## src/rtl/cpu_ctrl_pkg.sv

```systemverilog
// Shared control definitions for the hardwired sequencer and the ALU:
// state encoding, opcode values, IR field positions and opcode classifiers.
package cpu_ctrl_pkg;

  localparam int OPC_BITS  = 5;
  localparam int REG_IDX_W = 4;

  typedef logic [OPC_BITS-1:0]  opc_t;
  typedef logic [REG_IDX_W-1:0] reg_idx_t;

  typedef enum logic [3:0] {
    ST_IDLE,
    ST_T0,
    ST_T1,
    ST_T2,
    ST_T3,
    ST_T4,
    ST_T5,
    ST_T6,
    ST_ILLEGAL
  } state_t;

  // ALU function codes; the same values drive the ALU select directly.
  localparam opc_t OP_ADD = 5'b00011;
  localparam opc_t OP_SUB = 5'b00100;
  localparam opc_t OP_AND = 5'b00101;
  localparam opc_t OP_OR  = 5'b00110;
  localparam opc_t OP_SHR = 5'b00111;
  localparam opc_t OP_SHL = 5'b01000;
  localparam opc_t OP_ROR = 5'b01001;
  localparam opc_t OP_ROL = 5'b01010;
  localparam opc_t OP_MUL = 5'b01111;
  localparam opc_t OP_DIV = 5'b10000;

  // IR field bit positions.
  localparam int OPC_MSB = 31;
  localparam int OPC_LSB = 27;
  localparam int RA_MSB  = 26;
  localparam int RA_LSB  = 23;
  localparam int RB_MSB  = 22;
  localparam int RB_LSB  = 19;
  localparam int RC_MSB  = 18;
  localparam int RC_LSB  = 15;

  function automatic logic is_legal_op(input opc_t op);
    case (op)
      OP_ADD, OP_SUB, OP_AND, OP_OR, OP_SHR,
      OP_SHL, OP_ROR, OP_ROL, OP_MUL, OP_DIV: is_legal_op = 1'b1;
      default:                                is_legal_op = 1'b0;
    endcase
  endfunction

  // MUL/DIV produce a 64-bit result that needs the extra HI writeback step.
  function automatic logic is_hilo_op(input opc_t op);
    is_hilo_op = (op == OP_MUL) || (op == OP_DIV);
  endfunction

endpackage

```

## src/rtl/reg_sel_decoder.sv

```systemverilog
// Register index to one-hot enable decoder with an out-of-range flag.
// The flag reflects only the index, independent of the enable, so it can be
// used to qualify the enable without forming a combinational loop.
module reg_sel_decoder
  import cpu_ctrl_pkg::*;
#(
  parameter int NUM_REGS = 16
) (
  input  logic [REG_IDX_W-1:0] idx,
  input  logic                 en,
  output logic [NUM_REGS-1:0]  onehot,
  output logic                 out_of_range
);

  localparam int               NUM_REGS_I = NUM_REGS;
  localparam logic [REG_IDX_W:0] NUM_REGS_L = NUM_REGS_I[REG_IDX_W:0];

  generate
    for (genvar gi = 0; gi < NUM_REGS; gi++) begin : g_bit
      assign onehot[gi] = en && (idx == REG_IDX_W'(gi));
    end
  endgenerate

  assign out_of_range = ({1'b0, idx} >= NUM_REGS_L);

endmodule

```

## src/rtl/alu_op_sequencer.sv

```systemverilog
// Hardwired Moore control sequencer: fetch (T0-T2) and register-register
// ALU execute (T3-T5, plus T6 for the HI writeback of MUL/DIV).
// Outputs decode only from the registered state and the fields latched at
// the T2->T3 edge, so ir_in may change freely once the IR has loaded.
module alu_op_sequencer
  import cpu_ctrl_pkg::*;
#(
  parameter int NUM_REGS = 16,
  parameter int DATA_W   = 32,
  parameter int OPC_W    = 5
) (
  input  logic                Clock,
  input  logic                Clear,
  input  logic                run,
  input  logic [DATA_W-1:0]   ir_in,
  input  logic                mem_ready,
  output logic                PCout,
  output logic                PCin,
  output logic                IncPC,
  output logic                MARin,
  output logic                Read,
  output logic                MDRin,
  output logic                MDRout,
  output logic                IRin,
  output logic                Yin,
  output logic                ZLowIn,
  output logic                ZHighIn,
  output logic                Zlowout,
  output logic                ZHighout,
  output logic                HIin,
  output logic                LOin,
  output logic [OPC_W-1:0]    alu_op,
  output logic [NUM_REGS-1:0] reg_in,
  output logic [NUM_REGS-1:0] reg_out,
  output logic                busy,
  output logic                done,
  output logic                illegal
);

  localparam int                 NUM_REGS_I = NUM_REGS;
  localparam logic [REG_IDX_W:0] NUM_REGS_L = NUM_REGS_I[REG_IDX_W:0];

  state_t   state_q, state_d;
  opc_t     opc_q, opc_d;
  reg_idx_t ra_q, ra_d, rb_q, rb_d, rc_q, rc_d;
  logic     t1_wait_q, t1_wait_d;   // set on every T1 cycle after the first

  logic     reg_in_en, reg_out_en;
  reg_idx_t out_idx;
  logic     ra_oor, out_oor, rc_oor;
  logic     hilo, decode_bad;
  logic     ir_unused;

  // Only the opcode and register fields are consumed from the IR.
  assign ir_unused = ^ir_in;

  assign hilo    = is_hilo_op(opc_q);
  // T3 drives rb onto the bus, T4 drives rc.
  assign out_idx = (state_q == ST_T4) ? rc_q : rb_q;
  assign rc_oor  = ({1'b0, rc_q} >= NUM_REGS_L);
  // Evaluated in T3, where the reg_out decoder is looking at rb.
  assign decode_bad = !is_legal_op(opc_q) || ra_oor || out_oor || rc_oor;

  reg_sel_decoder #(.NUM_REGS(NUM_REGS)) u_reg_in_dec (
    .idx          (ra_q),
    .en           (reg_in_en),
    .onehot       (reg_in),
    .out_of_range (ra_oor)
  );

  reg_sel_decoder #(.NUM_REGS(NUM_REGS)) u_reg_out_dec (
    .idx          (out_idx),
    .en           (reg_out_en),
    .onehot       (reg_out),
    .out_of_range (out_oor)
  );

  // State and latched IR fields; Clear wipes everything immediately.
  always_ff @(posedge Clock or posedge Clear) begin
    if (Clear) begin
      state_q   <= ST_IDLE;
      opc_q     <= '0;
      ra_q      <= '0;
      rb_q      <= '0;
      rc_q      <= '0;
      t1_wait_q <= 1'b0;
    end else begin
      state_q   <= state_d;
      opc_q     <= opc_d;
      ra_q      <= ra_d;
      rb_q      <= rb_d;
      rc_q      <= rc_d;
      t1_wait_q <= t1_wait_d;
    end
  end

  // Next-state sequencing and field capture at the T2->T3 edge.
  always_comb begin
    state_d   = state_q;
    opc_d     = opc_q;
    ra_d      = ra_q;
    rb_d      = rb_q;
    rc_d      = rc_q;
    t1_wait_d = 1'b0;
    case (state_q)
      ST_IDLE: if (run) state_d = ST_T0;
      ST_T0:   state_d = ST_T1;
      ST_T1: begin
        if (mem_ready) state_d = ST_T2;
        else           t1_wait_d = 1'b1;
      end
      ST_T2: begin
        state_d = ST_T3;
        opc_d   = ir_in[OPC_MSB:OPC_LSB];
        ra_d    = ir_in[RA_MSB:RA_LSB];
        rb_d    = ir_in[RB_MSB:RB_LSB];
        rc_d    = ir_in[RC_MSB:RC_LSB];
      end
      ST_T3:   state_d = decode_bad ? ST_ILLEGAL : ST_T4;
      ST_T4:   state_d = ST_T5;
      ST_T5: begin
        if (hilo)     state_d = ST_T6;
        else if (run) state_d = ST_T0;
        else          state_d = ST_IDLE;
      end
      ST_T6:      state_d = run ? ST_T0 : ST_IDLE;
      ST_ILLEGAL: state_d = ST_ILLEGAL;
      default:    state_d = ST_IDLE;
    endcase
  end

  // Moore output decode from the registered state and latched fields.
  always_comb begin
    PCout      = 1'b0;
    PCin       = 1'b0;
    IncPC      = 1'b0;
    MARin      = 1'b0;
    Read       = 1'b0;
    MDRin      = 1'b0;
    MDRout     = 1'b0;
    IRin       = 1'b0;
    Yin        = 1'b0;
    ZLowIn     = 1'b0;
    ZHighIn    = 1'b0;
    Zlowout    = 1'b0;
    ZHighout   = 1'b0;
    HIin       = 1'b0;
    LOin       = 1'b0;
    alu_op     = '0;
    reg_in_en  = 1'b0;
    reg_out_en = 1'b0;
    busy       = 1'b0;
    done       = 1'b0;
    illegal    = 1'b0;
    case (state_q)
      ST_T0: begin
        busy   = 1'b1;
        PCout  = 1'b1;
        MARin  = 1'b1;
        IncPC  = 1'b1;
        ZLowIn = 1'b1;
      end
      ST_T1: begin
        busy    = 1'b1;
        Zlowout = 1'b1;
        PCin    = !t1_wait_q;
        Read    = 1'b1;
        MDRin   = 1'b1;
      end
      ST_T2: begin
        busy   = 1'b1;
        MDRout = 1'b1;
        IRin   = 1'b1;
      end
      ST_T3: begin
        busy       = 1'b1;
        reg_out_en = !decode_bad;
        Yin        = !decode_bad;
      end
      ST_T4: begin
        busy       = 1'b1;
        reg_out_en = 1'b1;
        ZLowIn     = 1'b1;
        ZHighIn    = hilo;
        alu_op     = OPC_W'(opc_q);
      end
      ST_T5: begin
        busy      = 1'b1;
        Zlowout   = 1'b1;
        LOin      = hilo;
        reg_in_en = !hilo;
        done      = !hilo;
      end
      ST_T6: begin
        busy     = 1'b1;
        ZHighout = 1'b1;
        HIin     = 1'b1;
        done     = 1'b1;
      end
      ST_ILLEGAL: illegal = 1'b1;
      default: ;
    endcase
  end

endmodule

```

## config.mk

```make
export PLATFORM = sky130hd
export DESIGN_NAME = alu_op_sequencer
export DESIGN_NICKNAME = d
export VERILOG_FILES = /design/src/rtl/cpu_ctrl_pkg.sv /design/src/rtl/reg_sel_decoder.sv /design/src/rtl/alu_op_sequencer.sv
export SDC_FILE = /design/constraint.sdc
export NUM_CORES = 1
export LEC_CHECK = 0
export CORE_UTILIZATION = 35
export CTS_CLUSTER_SIZE = 12
export DETAILED_ROUTE_END_ITERATION = 6
export PLACE_DENSITY = 0.83
export SLEW_MARGIN = 25
export SYNTH_ARGS = -nofsm -noshare
export SYNTH_HDL_FRONTEND = slang
export SYNTH_SLANG_ARGS = --single-unit
```

## constraint.sdc

```tcl
create_clock -name Clock -period 2.6 [get_ports Clock]
set_input_delay 0.39 -clock Clock [delete_from_list [all_inputs] [get_ports Clock]]
set_output_delay 0.39 -clock Clock [all_outputs]
set_load 0.05 [all_outputs]
```

# ---- After elaboration in Yosys (flattened, before gate mapping)
# Memory sizes are Yosys's and may differ from the RTL's.
# Cells that the tools add are included.
dict set report totals {
  out_inout_bits 55
  wordCells 116
  mem_count 1
  mem_bits_ro 32
  reg_bits 22
}
# memory depth word_bits rd rd_ports_with_merged_regs wr line
set memory_table {}
lappend memory_table {{(name not given)} 32 1 1 0 0 cpu_ctrl_pkg.sv:46} ;# case (op)
dict set report op_classes {
  reduce_logical 42
  eq_ne 42
  n_mux 25
}
# op count
set ops {}
lappend ops {{$eq 4x4->1 const B} 17}
lappend ops {{$eq 4x3->1 const B} 12}
lappend ops {{$pmux 4 s9} 1}
lappend ops {{$logic_and 1x1->1} 32}
lappend ops {{$eq 4x2->1 const B} 6}
lappend ops {{$mux 1} 16}
lappend ops {{$mux 4} 4}
lappend ops {{$eq 4x1->1 const B} 3}
lappend ops {{$logic_not 4->1} 3}
lappend ops {{$reduce_or 7->1} 1}
lappend ops {{$eq 5x4->1 const B} 1}
lappend ops {{$eq 5x5->1 const B} 1}
lappend ops {{$mux 5} 1}
lappend ops {{$ne 2x2->1 const B} 2}
lappend ops {{$pmux 1 s2} 2}
lappend ops {{$reduce_or 2->1} 2}
lappend ops {{$mux 3} 1}
lappend ops {{$logic_not 1->1} 2}
lappend ops {{$reduce_and 2->1} 1}
lappend ops {{$logic_or 1x1->1} 1}

# ---- Logic depth before layout (Yosys ltp)
# Gate-level depths: netlist (run 1).
dict set report depth {
  word_depth 5
  ltp_mapped 7
  mapped_depth_nobuf 4
}

# ---- By module
# From an unflattened synthesis (run 1), not the netlist that was laid out.
dict set report hier_totals {
  hier_cells 160
  area_unflattened_um2 1516.5
}
# module n_inst area_per_inst_um2 cells_each
set by_module_without_submodules {}
lappend by_module_without_submodules {alu_op_sequencer 1 1258.7 110}
lappend by_module_without_submodules {reg_sel_decoder 2 128.9 25}

# ---- Worst setup path after synthesis (run 1)
# OpenSTA, ideal clock, no wires.
dict set report synth_path {
  path_type {register -> output}
  start {register opc_q[4]}
  end {output reg_in[10]}
  slack_ns -0.414
  stages_incl_launch_ff 5
  t_arrival_ns 2.624
  path_buffers 1
  cell_sequence {dfrtp_1 > and4b_1 > a221o_1 > buf_6 > nor4_1}
}
dict set report synth_between {
  elab_chain_len 5
  elab_cells_between_ends 6
}
# item line
set synth_lines {}
lappend synth_lines {{start, declared} alu_op_sequencer.sv:44} ;# opc_t opc_q, opc_d;
lappend synth_lines {{start signal, assigned} alu_op_sequencer.sv:89} ;# opc_q <= opc_d;
lappend synth_lines {{$eq 5x4->1 or $eq 5x5->1 (tied branches)} cpu_ctrl_pkg.sv:55} ;# is_hilo_op = (op == OP_MUL) || (op == OP_DIV);
lappend synth_lines {{$logic_or 1x1->1 *} cpu_ctrl_pkg.sv:55}
lappend synth_lines {{$logic_not 1->1 *} alu_op_sequencer.sv:191} ;# reg_in_en = !hilo;
lappend synth_lines {{$mux 1 *} alu_op_sequencer.sv:155} ;# case (state_q)
lappend synth_lines {{$logic_and 1x1->1 *} reg_sel_decoder.sv:20} ;# assign onehot[gi] = en && (idx == REG_IDX_W'(gi));
lappend synth_lines {{end, declared} alu_op_sequencer.sv:33} ;# output logic [NUM_REGS-1:0] reg_in,
# Mark *: on every way between the ends. The rest lies on a longest branch, timed or not.

# ---- Worst setup path after layout (run 1)
dict set report layout_path {
  start {register opc_q[4]}
  end {output reg_in[3]}
}
# Same word-level chain as after synthesis.

==> results.md, run 1 <==
* Status: finished with violations
* Failing checks: negative setup slack
* Buf/Inv on CP at 2
* Total Wirelength at 5120 um
* Post-route core utilization at 70.9%
* R2R Setup Slk at 700 ps
* Post-synthesis mux area share at 9.56%
* Final period util at 100%
* Max_cap viols at 0
* Post-synthesis adder-cell area fraction at 0%
* CP delay by family, top: simple AND/OR/NAND/NOR gates
* Cell Chain, Critical Path: and4b_1, a221o_1, buf_4, nor4_1, buf_12
* Input/output buffers at 75
* Vias per cell at 5.60
* Row count at 23
* Buffer depth of the longest clock path at 2
* Critical Path End: reg_in[3]
* Die area at 0.00460 mm^2
* Simple-Gate Fraction of Synth Area at 27.4%
* H-Tree Level Count at 1
* Post-route DRC at 0
* Worst Path Class, Setup: reg2out
* Crit path DAT at 2210 ps
* RD Place Congestion at 0.822
* Vias at 1681
* Core area at 0.00409 mm^2
* Initial Util at 37.1%
* Ranking of synthesized cells by area: dfrtp_1, mux2_2, a21oi_1
* Worst-Skew Late Latency at 270 ps
* Post-synth top cells: dfrtp_1, nor2_1, a21oi_1, mux2_2, nand2_1
* Share of layout cells above drive strength 1 at 46.0%
* Share of the synthesized area in the top cell type at 36.3%
* Maximum fanout along the worst path at 8
* Crit. End Element: output port
* Sequential element share of the synthesized area at 36.3%
* Fin cells at 300
* Fin crit period at 2600 ps
* Synthesized flop and latch total at 22
* Antenna violations before repair at 0
* Die extent in x at 67.9 um
* Main flop type after synthesis: dfrtp_1
* Fmax at 0.384 GHz
* # setup viols final at 1
* Synth Area in XOR/XNOR at 0%
* Final hold vios at 0
* Leakage at 1.16 nW
* N_diodes at 0
* Max-slew violation count at 0
* Library cells used by synthesis at 39
* Max incr delay on CP at 480 ps
* Total GRT Usage at 21.2%
* Worst path depth at 5
* Final Skew at 1.46 ps
* I/O pin total at 91
* Worst slew pin tran at 837 ps
* Largest net degree at the start of global routing at 26
* Worst r2r dst: state_q[2]$_DFFE_PP0P_
* Main combinational cell family by area after synthesis: simple AND/OR/NAND/NOR gates
* Overflow after GRT at 0
* RSZ-0062 raised after global routing: true
* EDFF count, synth at 0
* Pre-antenna DRT Iters at 4
* Worst R2R Start: opc_q[1]$_DFFE_PP0P_
* R2R cell count at 6
* Total CTS buffers at 3
* Power Density at 1010 mW/mm^2
* Yosys top cell by area: dfrtp_1
* Post-DRT Antenna Nets at 0
* Filler Cell Count at 285
* CP Launch Point: opc_q[4]$_DFFE_PP0P_
* HPWL after DPL at 3560 um
* Post-Place Worst Slack at 191 ps
* Synth-to-layout area growth at 90.8%
* Die height at 67.9 um
* WL/cell at 17.1 um
* Cell area after synthesis at 0.00152 mm^2
* CP Data Required Time at 2210 ps
* Cells after synthesis at 179
* Peak supply drop at 0.621 mV
* Clk slew on worst S/H paths at 80 ps
* Clock sink count at 22
* Mean area per synthesized cell at 8.48 um^2
* Hold_ws at 577 ps
* Worst Setup Start Kind: flip-flop
* CTS tree: done
* Max stage delay cell, worst path: nor4_1
* Count leader, synth: dfrtp_1
* CTS Root Cell: clkbuf_8
* Number of global-route vias before repair at 1492
* Complex-gate fraction of the synthesized area at 18.5%
* Asr flop ratio synth at 100%
* Hold/Removal Path Class: reg2reg
* Wire length of the first global-routing pass at 7250 um
* Cts hold-fix bufs at 0
* Final worst slack at -1.62 ps
* Max-slew headroom at 44.1%
* Warning count from the yosys run at 0
* # nets final at 287
* Post-Place Cells at 294
* Setup TNS at -1.62 ps
* Syn_nets at 215
* Iter 0 DRT Violations at 129
## where the power goes
group          switching (mW)  internal [mW]  total (mW)
Sequential              0.253          0.514       0.767
Clock                   0.120          0.206       0.326
Combinational            1.13          0.711        1.84
## per-layer routing
| layer | up-vias | track usage [%] | routed length (um) |
|---|---|---|---|
| met5 | - | 0 | 0 |
| met4 | 0 | 6.51 | 123 |
| met3 | 12 | 4.50 | 274 |
| met2 | 58 | 35.6 | 2780 |
| met1 | 832 | 27.2 | 1950 |
| li1 | 779 | - | - |
## state kept, by name, indices dropped and copies added, names as in the netlist
| register | cells |
|---|---|
| state_q | 4 |
| rc_q | 4 |
| ra_q | 4 |
| rb_q | 4 |
| opc_q | 5 |
| t1_wait_q | 1 |
## cells in the final DEF (no fill, tap or decap), drive strengths merged, types with 3 or more instances in the layout
cell type,synthesis,layout
nor4,9,9
clkdlybuf4s50,0,28
and2,8,8
mux2,12,12
clkbuf,9,3
dlymetal6s2s,0,3
dfrtp,22,22
nand2b,6,6
a31oi,5,5
buf,7,52
a21oi,17,17
o21ai,7,7
nand2,12,12
nor2,20,20
o2111ai,4,4
inv,10,10
nor3,6,6
## per-stage QoR
stage | instance area, um^2 | power (mW)
2_1_floorplan | 1540 | 1.89
3_3_place_gp | 2650 | 2.33
3_5_place_dp | 2650 | 2.39
4_1_cts | 2760 | 2.76
5_1_grt | 2900 | 3.11
6_report | 2900 | 2.94
## how the worst min path moves through the flow
stage | start | endpoint | depth (start not counted)
6_report | ra_q[2]$_DFFE_PP0P_ | ra_q[2]$_DFFE_PP0P_ | 1
5_1_grt | ra_q[2]$_DFFE_PP0P_ | ra_q[2]$_DFFE_PP0P_ | 1
4_1_cts | state_q[3]$_DFFE_PP0P_ | state_q[1]$_DFFE_PP0P_ | 1
3_5_place_dp | ra_q[2]$_DFFE_PP0P_ | ra_q[2]$_DFFE_PP0P_ | 1
3_3_place_gp | state_q[3]$_DFFE_PP0P_ | state_q[1]$_DFFE_PP0P_ | 1
2_1_floorplan | Clear | opc_q[0]$_DFFE_PP0P_ | 1
## area by class of cell
cell class | count | area, um^2 | share of cell area (%)
timing repair buffer | 83 | 1160 | 40.0
multi-input combinational | 131 | 1010 | 34.9
sequential | 22 | 554 | 19.1
tap | 50 | 62.6 | 2.16
clock buffer | 3 | 41.3 | 1.43
inverter | 10 | 37.5 | 1.30
clock inverter | 1 | 30.0 | 1.04
## timing repair
item,4_1_cts,5_1_grt
endpoints found under the setup margin,17,34
buffers inserted,1,1
gates resized for setup,7,35
pin swaps,1,1
## logic make-up after synthesis
family                 Yosys count
AO/OA/AOI/OAI                   42
buffers and inverters           26
flip-flops                      22
multiplexers                    13
AND/OR/NAND/NOR                 76
(Power assumes the default switching activity.)
==> run 2, diff against run 1 <==
--- a/config.mk
+++ b/config.mk
@@ -8,7 +8,7 @@
 export CORE_UTILIZATION = 35
 export CTS_CLUSTER_SIZE = 12
 export DETAILED_ROUTE_END_ITERATION = 6
-export PLACE_DENSITY = 0.83
+export PLACE_DENSITY = 0.85
 export SLEW_MARGIN = 25
 export SYNTH_ARGS = -nofsm -noshare
 export SYNTH_HDL_FRONTEND = slang
==> run 2 against run 1 <==
Net effect: the flow now finishes without violations; cell area grew 0.39%; sequential share of layout area about the same; clock-buffer cell count stayed put; via count increased by 0.54%; critical path depth did not move; non-clock buffer count increased by 1; wire length increased by 1.2%; first-iteration DRC count fell by 29%; critical endpoint is now reg_in[5]; largest cell class unchanged; highest routed layer unchanged.
==> results.md, run 2 (synthesized netlist as in run 1, its figures left out) <==
* Post-Place Worst Slack at 201 ps
* Commonest non-fill, non-tap cell in the layout: buf_12
* Max_cap viols at 0
* Clock sink count at 22
* Buffer depth of the longest clock path at 2
* Post-route DRC at 0
* Design area at 0.00291 mm^2
* Overflow after GRT at 0
* Final worst slack at 51.5 ps
* Worst-Skew Late Latency at 270 ps
* Largest register FFs at 5
* RD Place Congestion at 0.790
* Die height at 67.9 um
* Total GRT Usage at 22.1%
* CTS Root Cell: clkbuf_8
* Fmax at 0.392 GHz
* Largest net degree at the start of global routing at 25
* Final hold vios at 0
* Worst slew pin tran at 832 ps
* Hold/Removal Path Class: reg2reg
* Fin cells at 300
* Worst Path Class, Setup: reg2out
* Number of global-route vias before repair at 1556
* Antenna violations before repair at 0
* CP Launch Point: opc_q[0]$_DFFE_PP0P_
* Row count at 23
* Iter 0 DRT Violations at 92
* Clk slew on worst S/H paths at 80 ps
* Placed Area at 0.00265 mm^2
* Total CTS buffers at 3
* Cts hold-fix bufs at 0
* Wire length of the first global-routing pass at 7610 um
* Top reg by flops: opc_q
* Post-route core utilization at 71.1%
* Leakage at 1.16 nW
* Share of layout cells above drive strength 1 at 48.4%
* Worst Setup Start Kind: flip-flop
* FF/Latch Area at 557 um^2
* Core area at 0.00409 mm^2
* Vias at 1690
* WL/cell at 17.3 um
* Synth-to-layout area growth at 91.5%
* Filler Cell Count at 282
* Post-DRT Antenna Nets at 0
* Max-slew violation count at 0
* Maximum fanout along the worst path at 7
* Crit path DAT at 2160 ps
* Pre-antenna DRT Iters at 4
* Max-slew headroom at 44.5%
* H-Tree Level Count at 1
* Min-delay src: ra_q[2]$_DFFE_PP0P_
* Status: completed
* Crit. End Element: output port
* Total Power at 2.86 mW
* Input/output buffers at 75
* I/O pin total at 91
* Power Density at 983 mW/mm^2
* # setup viols final at 0
* Die area at 0.00460 mm^2
* N_diodes at 0
* Final period util at 98.0%
* Total Wirelength at 5180 um
* Peak supply drop at 0.645 mV
* Fin crit period at 2550 ps
* Vias per cell at 5.63
* CP Data Required Time at 2210 ps
* Final Skew at 2.27 ps
* Commonest non-fill, non-tap cells in the layout: buf_12, clkdlybuf4s50_1, dfrtp_1, buf_4, a21oi_2
* # nets final at 288
* Post-Place Cells at 294
* Multi-input gate area at 0.00104 mm^2
* Initial Util at 37.1%
* Die extent in x at 67.9 um
* CTS tree: done
* HPWL after DPL at 3670 um
* Worst R2R Start: state_q[3]$_DFFE_PP0P_
==> run 2: changes by cell type in the layout (fill, tap and decap cells not counted), moves of 2 or more <==
cell	previous run	this run
nor4_1	5	0
dfrtp_1	19	17
nor4_2	4	9
dfrtp_2	3	5
==> run 2: worst max-delay path: stages (launching register included) <==
cell and delay, ps:
dfrtp_1 450, and4b_1 230, a221o_1 370, or4_4 480, nor2_1 190, buf_12 160
==> run 2: layout make-up <==
type | instances | share of cell area, %
clock buffer | 3 | 1.42
inverter | 10 | 1.29
multi-input combinational | 131 | 35.8
sequential | 22 | 19.2
tap | 50 | 2.15
timing repair buffer | 84 | 40.2
==> run 2: worst paths after layout <==
| check | to | cells after the start | slack, ps |
|---|---|---|---|
| worst max register to register | opc_q[2]$_DFFE_PP0P_ | 5 | 850 |
| min in group asynchronous | t1_wait_q$_DFF_PP0_ | 2 | 590 |
| worst max-delay path | reg_in[5] | 5 | 50 |
| max in group asynchronous | opc_q[1]$_DFFE_PP0P_ | 2 | 1440 |
| worst min-delay path | ra_q[2]$_DFFE_PP0P_ | 1 | 570 |
| worst min register to register | ra_q[2]$_DFFE_PP0P_ | 1 | 570 |
==> run 2: repair_timing <==
item | CTS | global route
resized for setup | 7 | 41
gates cloned | 0 | 0
endpoints found under the setup margin | 22 | 32
pin swaps | 1 | 8
setup buffers | 1 | 2
==> run 2: through the flow <==
stage	TNS [ps]	hold WS [ps]
2_1_floorplan	-3310	379
3_3_place_gp	0	547
3_5_place_dp	0	557
4_1_cts	0	575
5_1_grt	-117	606
6_report	0	572
==> run 2: where the power goes <==
part           internal [mW]  switching [mW]  total [mW]
Sequential             0.518           0.226       0.744
Clock                  0.104           0.112       0.216
Combinational          0.717            1.18        1.90
Total                   1.34            1.52        2.86
==> run 2: layer usage <==
metal / GRT usage [%] / vias to the layer above / wire length [um]
li1: - / 784 / -
met1: 29.9 / 821 / 1970
met2: 36.5 / 66 / 2780
met3: 2.67 / 19 / 261
met4: 7.29 / 0 / 170
met5: 0 / - / 0
==> run 3, diff against run 2 <==
--- a/config.mk
+++ b/config.mk
@@ -5,10 +5,10 @@
 export SDC_FILE = /design/constraint.sdc
 export NUM_CORES = 1
 export LEC_CHECK = 0
-export CORE_UTILIZATION = 35
+export CORE_UTILIZATION = 34
 export CTS_CLUSTER_SIZE = 12
 export DETAILED_ROUTE_END_ITERATION = 6
-export PLACE_DENSITY = 0.85
+export PLACE_DENSITY = 0.86
 export SLEW_MARGIN = 25
 export SYNTH_ARGS = -nofsm -noshare
 export SYNTH_HDL_FRONTEND = slang
==> constraint.sdc (replaced) <==
create_clock -name Clock -period 2.2 [get_ports Clock]
set_input_delay 0.33 -clock Clock [delete_from_list [all_inputs] [get_ports Clock]]
set_output_delay 0.33 -clock Clock [all_outputs]
set_load 0.05 [all_outputs]
==> run 3 against run 2 <==
Net effect: the run now ends with negative setup slack left; non-clock buffer count is 28 higher; sequential share of layout area is 3.7 points lower; critical path depth is 1 higher; cell area is 23% higher; combinational power is 74% higher.
==> results.md, run 3 (synthesized netlist as in run 1, its figures left out) <==
* Clock sink count at 22
* Die height at 68.8 um
* Die area at 0.00473 mm^2
* Failing checks: negative setup slack
* Fmax at 0.395 GHz
* Status: finished with violations
* # nets final at 316
* Hold_ws at 361 ps
* Input/output buffers at 75
* Total CTS buffers at 3
* Largest register FFs at 5
* Core area at 0.00414 mm^2
* N_diodes at 0
* Row count at 23
* Commonest non-fill, non-tap cell in the layout: buf_12
* Crit path DAT at 2200 ps
* WL/cell at 22.8 um
* Worst-Skew Late Latency at 290 ps
* HPWL after DPL at 4170 um
* Synth-to-layout area growth at 136%
* Final Skew at 15.3 ps
* Post-DRT Antenna Nets at 0
* RSZ-0062 raised after global routing: true
* Iter 0 DRT Violations at 217
* Buffer depth of the longest clock path at 2
* Max_cap viols at 0
* I/O pin total at 91
* Max stage delay cell, worst path: or4_4
* Fin crit period at 2530 ps
* CTS Root Cell: clkbuf_8
* H-Tree Level Count at 1
* Vias at 1970
* Number of global-route vias before repair at 1942
* Antenna violations before repair at 0
* Worst slew pin tran at 570 ps
* Final worst slack at -332 ps
* Buf/Inv on CP at 2
* Leakage at 1.40 nW
* CTS tree: done
* Largest net degree at the start of global routing at 26
* CP delay by family, top: simple AND/OR/NAND/NOR gates
* Post-route DRC at 0
* Total Wirelength at 7490 um
* Crit. End Element: output port
* CP Data Required Time at 1870 ps
* Peak supply drop at 0.716 mV
* Initial Util at 36.6%
* R2R cell count at 6
* Worst path depth at 6
* Worst Setup Start Kind: flip-flop
* Total GRT Usage at 29.3%
* Power Density at 1260 mW/mm^2
* Pre-antenna DRT Iters at 4
* Cts hold-fix bufs at 0
* Max-slew violation count at 0
* Final period util at 115%
* Post-Place Cells at 311
* Die extent in x at 68.8 um
* Max-slew headroom at 61.5%
* Wire length of the first global-routing pass at 9730 um
* # setup viols final at 36
* RD Place Congestion at 0.794
* Worst Path Class, Setup: reg2out
* Clk slew on worst S/H paths at 100 ps
* Share of layout cells above drive strength 1 at 62.0%
* Cell Chain, Critical Path: nor4_2, buf_4, a221o_1, or4_4, nor2_4, buf_12
* Overflow after GRT at 0
* Hold/Removal Path Class: in2async
* Maximum fanout along the worst path at 5
* Vias per cell at 5.99
* Final hold vios at 0
* Fin cells at 329
* Commonest non-fill, non-tap cells in the layout: buf_12, buf_4, clkdlybuf4s50_1
* Max incr delay on CP at 530 ps
* Top reg by flops: opc_q
-- run 3: routing by layer --
metal | up-vias | GRT usage [%] | part of all wire [%]
li1 | 837 | - | -
met1 | 974 | 28.8 | 35
met2 | 125 | 55.4 | 53
met3 | 34 | 4.11 | 7.2
met4 | 0 | 21.4 | 5.2
met5 | - | 0 | 0
-- run 3: cell type report --
cell class | count | area (um^2)
Clock buffer | 4 | 55.1
Fill cell | 175 | 561
Inverter | 10 | 37.5
Multi-Input combinational cell | 131 | 1350
Sequential cell | 22 | 554
Tap cell | 50 | 62.6
Timing Repair Buffer | 112 | 1520
-- run 3: repair_timing --
action                                  in CTS  in global routing
setup buffers                               13                  4
endpoints found under the setup margin      36                 43
pin swaps                                   34                  5
gates resized for setup                     51                 30
hold endpoints to repair                     0                  0
-- run 3: final timing paths --
kind,end,startpoint,slack (ps)
max in group asynchronous,opc_q[3]$_DFFE_PP0P_,Clear,1570
min reg2reg,ra_q[2]$_DFFE_PP0P_,ra_q[2]$_DFFE_PP0P_,660
max,reg_in[5],opc_q[0]$_DFFE_PP0P_,-330
max reg2reg,opc_q[0]$_DFFE_PP0P_,state_q[3]$_DFFE_PP0P_,290
min in group Clock,rc_q[2]$_DFFE_PP0P_,ir_in[17],610
min,opc_q[4]$_DFFE_PP0P_,Clear,360
-- run 3: report_power, final --
| part | internal, mW | switching [mW] | total, mW |
|---|---|---|---|
| logic | 1.32 | 1.98 | 3.30 |
| registers | 0.607 | 0.290 | 0.897 |
| clock network | 0.161 | 0.167 | 0.328 |
-- run 3: stage by stage --
step | total power [mW] | setup TNS [ps] | util (%) | setup WS, ps | cell area, um^2
global placement | 3.18 | -30.1 | 73.5 | -12.2 | 3050
CTS | 4.08 | -5420 | 83.8 | -281 | 3470
finish | 4.52 | -7900 | 86.5 | -332 | 3580
detailed placement | 3.28 | -1020 | 73.5 | -102 | 3050
floorplan | 2.40 | -6290 | - | -407 | 1710
global route | 4.69 | -10140 | 86.5 | -387 | 3580
-- run 3: worst reg2reg max path, cell delays in order, from the launching register on --
cell and delay (ps):
dfrtp_1 400, buf_4 150, buf_4 160, nor2_1 190, and3_1 230, buf_6 250, mux2_2 390
